==> config.mk <==
export PLATFORM = sky130hd
export DESIGN_NAME = alu_share_arbiter
export DESIGN_NICKNAME = d
export VERILOG_FILES = /design/src/rtl/alu_share_arbiter.sv
export SDC_FILE = /design/constraint.sdc
export NUM_CORES = 1
export LEC_CHECK = 0
export ABC_AREA = 0
export BUFFER_PORTS_ARGS = -buffer_cell sky130_fd_sc_hd__buf_2
export CORE_MARGIN = 1.5
export CORE_UTILIZATION = 38
export DETAILED_ROUTE_END_ITERATION = 6
export PLACE_DENSITY = 0.75
export REMOVE_ABC_BUFFERS = 1
export SYNTH_ARGS = -nofsm -noshare
export SYNTH_HDL_FRONTEND = slang
export SYNTH_SLANG_ARGS = --single-unit
export TNS_END_PERCENT = 100
==> constraint.sdc <==
create_clock -name clk_100MHz -period 1.3 [get_ports clk_100MHz]
set_input_delay 0.065 -clock clk_100MHz [delete_from_list [all_inputs] [get_ports clk_100MHz]]
set_output_delay 0.065 -clock clk_100MHz [all_outputs]
set_load 0.02 [all_outputs]
==> src/rtl/alu_share_arbiter.sv <==
// rtl/alu_share_arbiter.sv - two-requester round-robin front end for one shared ALU
// Optional response hold limit enabled by defining ALU_ARB_TIMEOUT_EN.
module alu_share_arbiter #(
  parameter int TIMEOUT_CYCLES = 256
) (
  input  logic       clk_100MHz,
  input  logic       rst,
  input  logic       req0_valid,
  input  logic [5:0] req0_a,
  input  logic [5:0] req0_b,
  input  logic [2:0] req0_op,
  output logic       req0_ready,
  input  logic       req1_valid,
  input  logic [5:0] req1_a,
  input  logic [5:0] req1_b,
  input  logic [2:0] req1_op,
  output logic       req1_ready,
  output logic [5:0] alu_a,
  output logic [5:0] alu_b,
  output logic [2:0] alu_op,
  input  logic [5:0] alu_res,
  input  logic       alu_err,
  output logic       rsp_valid,
  output logic       rsp_id,
  output logic [5:0] rsp_res,
  output logic       rsp_err,
  input  logic       rsp_ready,
  output logic [5:0] disp_value,
  output logic       disp_err,
  output logic       timeout
);

  if (TIMEOUT_CYCLES < 2 || TIMEOUT_CYCLES > 256) begin : g_bad_timeout
    $error("alu_share_arbiter: TIMEOUT_CYCLES must be in 2..256");
  end

  typedef enum logic [1:0] {
    S_IDLE    = 2'd0,
    S_ISSUE   = 2'd1,
    S_CAPTURE = 2'd2,
    S_RESPOND = 2'd3
  } state_t;

  state_t state;
  state_t state_next;

  logic last_id;
  logic grant_valid;
  logic grant_id;
  logic accept;
  logic timeout_hit;

  // Contention goes to whoever was not served last; a lone requester always wins.
  always_comb begin
    grant_valid = req0_valid | req1_valid;
    grant_id    = 1'b0;
    if (req0_valid && req1_valid) begin
      grant_id = ~last_id;
    end else if (req1_valid) begin
      grant_id = 1'b1;
    end
  end

  always_ff @(posedge clk_100MHz or posedge rst) begin
    if (rst) begin
      state <= S_IDLE;
    end else begin
      state <= state_next;
    end
  end

  always_comb begin
    state_next = state;
    unique case (state)
      S_IDLE:    if (accept) state_next = S_ISSUE;
      S_ISSUE:   state_next = S_CAPTURE;
      S_CAPTURE: state_next = S_RESPOND;
      S_RESPOND: if (rsp_ready || timeout_hit) state_next = S_IDLE;
      default:   state_next = S_IDLE;
    endcase
  end

  always_comb begin
    req0_ready = 1'b0;
    req1_ready = 1'b0;
    rsp_valid  = 1'b0;
    if (state == S_IDLE && grant_valid) begin
      req0_ready = ~grant_id;
      req1_ready = grant_id;
    end
    if (state == S_RESPOND) begin
      rsp_valid = 1'b1;
    end
  end

  assign accept = req0_ready | req1_ready;

  // Operands and requester id latch only on accept; the result and display only in CAPTURE.
  always_ff @(posedge clk_100MHz or posedge rst) begin
    if (rst) begin
      alu_a      <= '0;
      alu_b      <= '0;
      alu_op     <= '0;
      rsp_id     <= 1'b0;
      last_id    <= 1'b1;
      rsp_res    <= '0;
      rsp_err    <= 1'b0;
      disp_value <= '0;
      disp_err   <= 1'b0;
    end else begin
      if (accept) begin
        alu_a   <= grant_id ? req1_a  : req0_a;
        alu_b   <= grant_id ? req1_b  : req0_b;
        alu_op  <= grant_id ? req1_op : req0_op;
        rsp_id  <= grant_id;
        last_id <= grant_id;
      end
      if (state == S_CAPTURE) begin
        rsp_res    <= alu_res;
        rsp_err    <= alu_err;
        disp_value <= alu_res;
        disp_err   <= alu_err;
      end
    end
  end

`ifdef ALU_ARB_TIMEOUT_EN
  localparam int CW = $clog2(TIMEOUT_CYCLES);

  logic [CW-1:0] to_cnt;
  logic          timeout_q;

  // A handshake in the limit cycle wins because the hit term requires !rsp_ready.
  assign timeout_hit = (state == S_RESPOND) && !rsp_ready &&
                       (to_cnt == CW'(TIMEOUT_CYCLES - 1));

  always_ff @(posedge clk_100MHz or posedge rst) begin
    if (rst) begin
      to_cnt    <= '0;
      timeout_q <= 1'b0;
    end else begin
      timeout_q <= timeout_hit;
      if (state == S_RESPOND && !rsp_ready && !timeout_hit) begin
        to_cnt <= to_cnt + CW'(1);
      end else begin
        to_cnt <= '0;
      end
    end
  end

  assign timeout = timeout_q;
`else
  assign timeout_hit = 1'b0;
  assign timeout     = 1'b0;
`endif

endmodule

==> results.cfg, run 1 <==
[timing]
hold_viol_final = 0
fin_crit_sh_pct = 115
grt_setup_unrepaired = true
slew_violations = 0
finalCriticalPeriod_ps = 1490
max_freq_mhz = 671
worst_pin_slew_ps = 535
slew_headroom_pct = 64.3
setup_viol_count_final = 28
fin_skew_ps = 12.5
final.setup.worst_slack_ps = -190

[logic_synthesis]
synth_seq_cells = 26
synthCells = 97
synth_cell_type_count = 20
avgSynthCellArea_um2 = 13.0
seq_area_frac_synth_pct = 51.9
synth_area_leaders = dfrtp_1 (50%), a221o_1 (12%), mux2_2 (7.2%)
yosys.area.top_type_share_pct = 49.8
synth_top_family_by_area = compound AO/OA/AOI/OAI gates
ys.warnings.count = 0
synthXorXnorAreaFrac_pct = 0
synth_adder_area_share_pct = 3.98
synthSimpleGateAreaFrac_pct = 9.86
synth_mux_area_share_pct = 7.97
synth_compound_area_share_pct = 17.0
syn_area_mm2 = 0.00126
yosysTopAreaCell = dfrtp_1

[routing]
wl_per_cell_um = 13.3
via_count = 1221
drtPass1Iterations = 4
remaining_drc_errors = 0
routed_wl_um = 3550
vias_per_cell = 4.57
postRouteAntennaNets = 0
drt-initial-drc-count = 39

[global_routing]
grt_use_total_pct = 19.9
antenna_found_initial = 0
grt_pass1_wl_um = 5460
grt_overflow = 0
grt_start_max_net_pins = 27
grt_pass1_vias = 1239

[setup_path]
arrival_ps = 1430
crit_path_top_delay_cell = dfrtp_1
end_kind = primary output
worstPathBufferInverterCount = 3
worstPathRequired_ps = 1240
crit_type = reg2out
cp_cell_sequence = inv_2, ha_4, nand2_2, a21oi_4, buf_12, buf_6
cp_slowest_stage_delay_ps = 420
crit_path_start_kind = register
crit_family = flip-flops
path_max_fanout = 4

[placed_design]
routabilityCongestion = 0.655
place_inst = 216
hpwlAfterDp_um = 2170
port_buffers = 74

[power_and_ir_drop]
combPwrFrac_pct = 62.4
max-vdd-ir-drop_v = 0.00129
p_int_mw = 2.85
total_power_mw = 4.80
p_clk_share_pct = 7.4
seq_power_share_pct = 30.2
p_leak_nw = 1.13
p_per_area_mw_per_mm2 = 2140
p_sw_mw = 1.95
switching_share_pct = 40.7

[clock_tree]
cts_tree = done
cts-buffers-inserted = 3
cts.htree.levels = 1
clkSlewWorstSetupHoldPaths_ps = 130
clockBufferDepth = 2
worstSkewPairLatency_ps = 320
cts_num_sinks = 26
root_buffer = clkbuf_4

[die]
num_rows = 20
coreArea_mm2 = 0.00310
io_pins = 76
initial_utilization_pct = 40.5
die_w_um = 60.5
die-height_um = 60.5
die-area_mm2 = 0.00366

[cells_and_area]
nets = 270
drive_gt1_share_pct = 57.4
final_util_pct = 72.3
fin_cells = 267
diodes = 0
areaGrowthSynthToFinish_pct = 78.5

[status]
status = finished, violations left
violations = setup timing

[hold_path]
hold_path_class = in2reg

[job]
maxCapViolations = 0
[power by group through the flow]
stage	logic [mW]	clock network [mW]	registers, mW
5_1_grt	3.23	0.405	1.51
6_report	2.99	0.354	1.45
3_5_place_dp	2.60	0	1.46
2_1_floorplan	1.01	0	2.03
4_1_cts	2.95	0.377	1.45
3_3_place_gp	2.52	0	1.44
[worst min-delay path, cell delays in order]
cell     delay [ps]
buf_2            80
nor2b_1          50
a21oi_2         140
mux2_2          170
[through the flow]
stage	setup WS [ps]	hold WS (ps)	area, µm²	TNS, ps
after floorplan	-161	104	1160	-2280
after CTS	-210	219	2220	-3400
after global routing	-277	222	2240	-5290
after global placement	-140	132	1710	-1990
final	-190	207	2240	-3090
after detailed placement	-239	146	1710	-3550
[sequential cells by signal (all words and copies together) (netlist names)]
register and flops:
alu_a 6, alu_b 6, disp_value 6, alu_op 3, state 2, disp_err 1, last_id 1, rsp_id 1
[final cells by class]
class | instances | area [µm²]
inverters | 4 | 15.0
clock buffers | 4 | 26.3
fillers | 228 | 861
flip-flops and latches | 26 | 652
multi-input cells | 55 | 523
repair buffers | 134 | 971
well taps | 44 | 55.1
[Yosys cell counts]
library cell and instances:
o21ai_2 1, dfrtp_1 25, and2_0 8, buf_6 3, nor2b_1 1, and2_2 7
mux2i_1 1, a21o_2 2, a221o_1 15, dfstp_2 1, mux2_2 8, ha_1 4
inv_1 4, buf_4 8, a21oi_1 1, nor2_1 2, nand2_1 2, clkbuf_1 1
a21oi_4 2, conb_1 1
[layer usage]
metal	global-route usage, %	routed length (µm)
met5	0	0
met4	4.04	14
met3	5.76	356
met2	39.0	1820
met1	21.1	1370
[cells by family after synthesis]
logic type	count (synthesis)
DFF	26
muxes	9
adders and majority gates	4
other	1
AOI/OAI and AO/OA	21
buffers and inverters	16
and+or+nand+nor	20
[layout by cell type (no fill, tap or decap), types with 2 or more instances in the layout]
cell,n
a21o_2,2
a21oi_4,2
a221o_1,15
and2_0,8
and2_2,7
buf_12,2
buf_2,71
buf_4,18
buf_6,4
clkbuf_4,3
dfrtp_1,25
dlygate4sd3_1,38
ha_2,2
inv_1,2
inv_2,2
mux2_2,8
nor2_1,2
[path summary, 6_finish.rpt]
kind                           start             to  slack, ps  depth (start not counted)
hold / removal             rsp_ready       state[1]        210                          4
hold reg to reg               rsp_id         rsp_id        520                          1
min in group asynchronous        rst  disp_value[4]        320                          4
setup reg to reg            state[1]      alu_op[2]       -170                          7
max in group asynchronous        rst        last_id        680                          4
setup / recovery            state[1]     req0_ready       -190                          6
[timing repair]
item / 4_1_cts / 5_1_grt
hold endpoints to repair: 47 / 0
buffers inserted: 7 / 2
gates resized for setup: 17 / 2
pin swaps: 6 / 1
setup endpoints to repair: 29 / 29
hold buffers: 38 / 0
Note: power is estimated with default switching activity, not from simulation.
==> inputs of run 2 (changes only) <==
Settings changed: PLACE_DENSITY 0.75 to unset, PLACE_DENSITY_LB_ADDON set to 0.2, SKIP_CTS_REPAIR_TIMING set to 1.
==> run 2 against run 1 <==
  * The run still ends with setup timing left
  * Clock power increased by 11%
  * Combinational power decreased by 5%
  * Maximum frequency decreased by 4.0%
  * Worst hold slack got worse by 25 ps
  * Non-clock buffer count decreased by 5
  * Critical endpoint is now req1_ready
  * Largest cell class unchanged
  * Largest power group unchanged
==> results.cfg, run 2 (synthesis results as in run 1) <==
[setup_path]
path_max_fanout = 7
end_kind = primary output
crit_type = reg2out
crit_path_start_kind = register
arrival_ps = 1490
worstPathRequired_ps = 1240

[routing]
drtPass1Iterations = 4
drt-initial-drc-count = 49
via_count = 1189
postRouteAntennaNets = 0
routed_wl_um = 3470
vias_per_cell = 4.54
remaining_drc_errors = 0
wl_per_cell_um = 13.2

[placed_design]
post-place-ws_ps = -237
hpwlAfterDp_um = 2160
port_buffers = 74
routabilityCongestion = 0.674
place_inst = 212
dpl-instance-area_mm2 = 0.00166

[clock_tree]
cts_num_sinks = 26
root_buffer = clkbuf_4
cts.htree.levels = 1
cts_tree = done
cts-buffers-inserted = 3
worstSkewPairLatency_ps = 310
clockBufferDepth = 2
clkSlewWorstSetupHoldPaths_ps = 130

[cells_and_area]
areaGrowthSynthToFinish_pct = 74.7
postLayoutCellArea_mm2 = 0.00219
fillCellCount = 254
drive_gt1_share_pct = 56.9
diodes = 0
final_cell_mix = buf_2 (72), dlygate4sd3_1 (38), dfrtp_1 (25)
nets = 265
multi_input_area_um2 = 522
final_common_cell = buf_2
fin_cells = 262
top_regs = alu_a x6, alu_b x6, disp_value x6
seqCellArea_um2 = 652

[die]
initial_utilization_pct = 40.5
num_rows = 20
io_pins = 76
die-area_mm2 = 0.00366
die_w_um = 60.5
die-height_um = 60.5
coreArea_mm2 = 0.00310

[timing]
slew_headroom_pct = 62.9
fin_skew_ps = 2.84
final.setup.worst_slack_ps = -252
finalSetupTns_ps = -4330
setup_viol_count_final = 27
grt_setup_unrepaired = true
fin_crit_sh_pct = 119
worst_pin_slew_ps = 557
slew_violations = 0
max_freq_mhz = 644
hold_viol_final = 0
finalCriticalPeriod_ps = 1550

[status]
violations = setup timing
status = finished, violations left

[global_routing]
grt_overflow = 0
grt_start_max_net_pins = 19
grt_pass1_wl_um = 4320
grt_pass1_vias = 904
grt_use_total_pct = 15.9
antenna_found_initial = 0

[power_and_ir_drop]
p_leak_nw = 1.11
p_per_area_mw_per_mm2 = 2130
max-vdd-ir-drop_v = 0.00123

[hold_path]
hold_path_class = in2reg

[job]
maxCapViolations = 0
run 2: routing by layer:
layer	vias to the layer above	wire length [µm]	GRT usage (%)
li1	582	-	-
met3	4	180	4.48
met1	564	1420	21.9
met5	-	0	0
met2	39	1830	25.2
met4	0	37	3.73
run 2: worst paths after layout:
path / from / to / slack [ps] / cells past startpoint
max in group asynchronous: rst / alu_b[2] / 610 / 4
worst max-delay path: state[1] / req1_ready / -250 / 6
min in group asynchronous: rst / disp_value[3] / 270 / 3
worst min-delay path: rsp_ready / state[1] / 180 / 4
worst max register to register: state[1] / alu_a[4] / -210 / 5
worst min register to register: rsp_id / rsp_id / 490 / 1
run 2: layout make-up:
class	instances	area share [%]
clock buffers	4	1.65
well taps	44	2.51
inverters	4	0.684
multi-input cells	55	23.8
repair buffers	129	41.7
flip-flops and latches	26	29.7
run 2: where the power goes:
part,leakage (nW),switching [mW],internal (mW)
registers,0.315,0.225,1.22
clock network,0.0210,0.222,0.171
logic,0.771,1.45,1.39
run 2: worst max-delay path, stage by stage (launching register included):
cell and delay (ps):
dfrtp_1 440, inv_2 100, ha_4 170, nand2_2 70, a21oi_4 140, buf_6 140, buf_6 110
run 2: stage by stage:
| stage | util [%] | hold WS [ps] | power [mW] |
|---|---|---|---|
| finish | 70.7 | 182 | 4.68 |
| floorplan | - | 104 | 3.04 |
| global placement | 53.6 | 74.4 | 3.85 |
| global route | 70.7 | 202 | 5.00 |
| detailed placement | 53.6 | 82.1 | 3.93 |
| CTS | 54.8 | -285 | 4.35 |
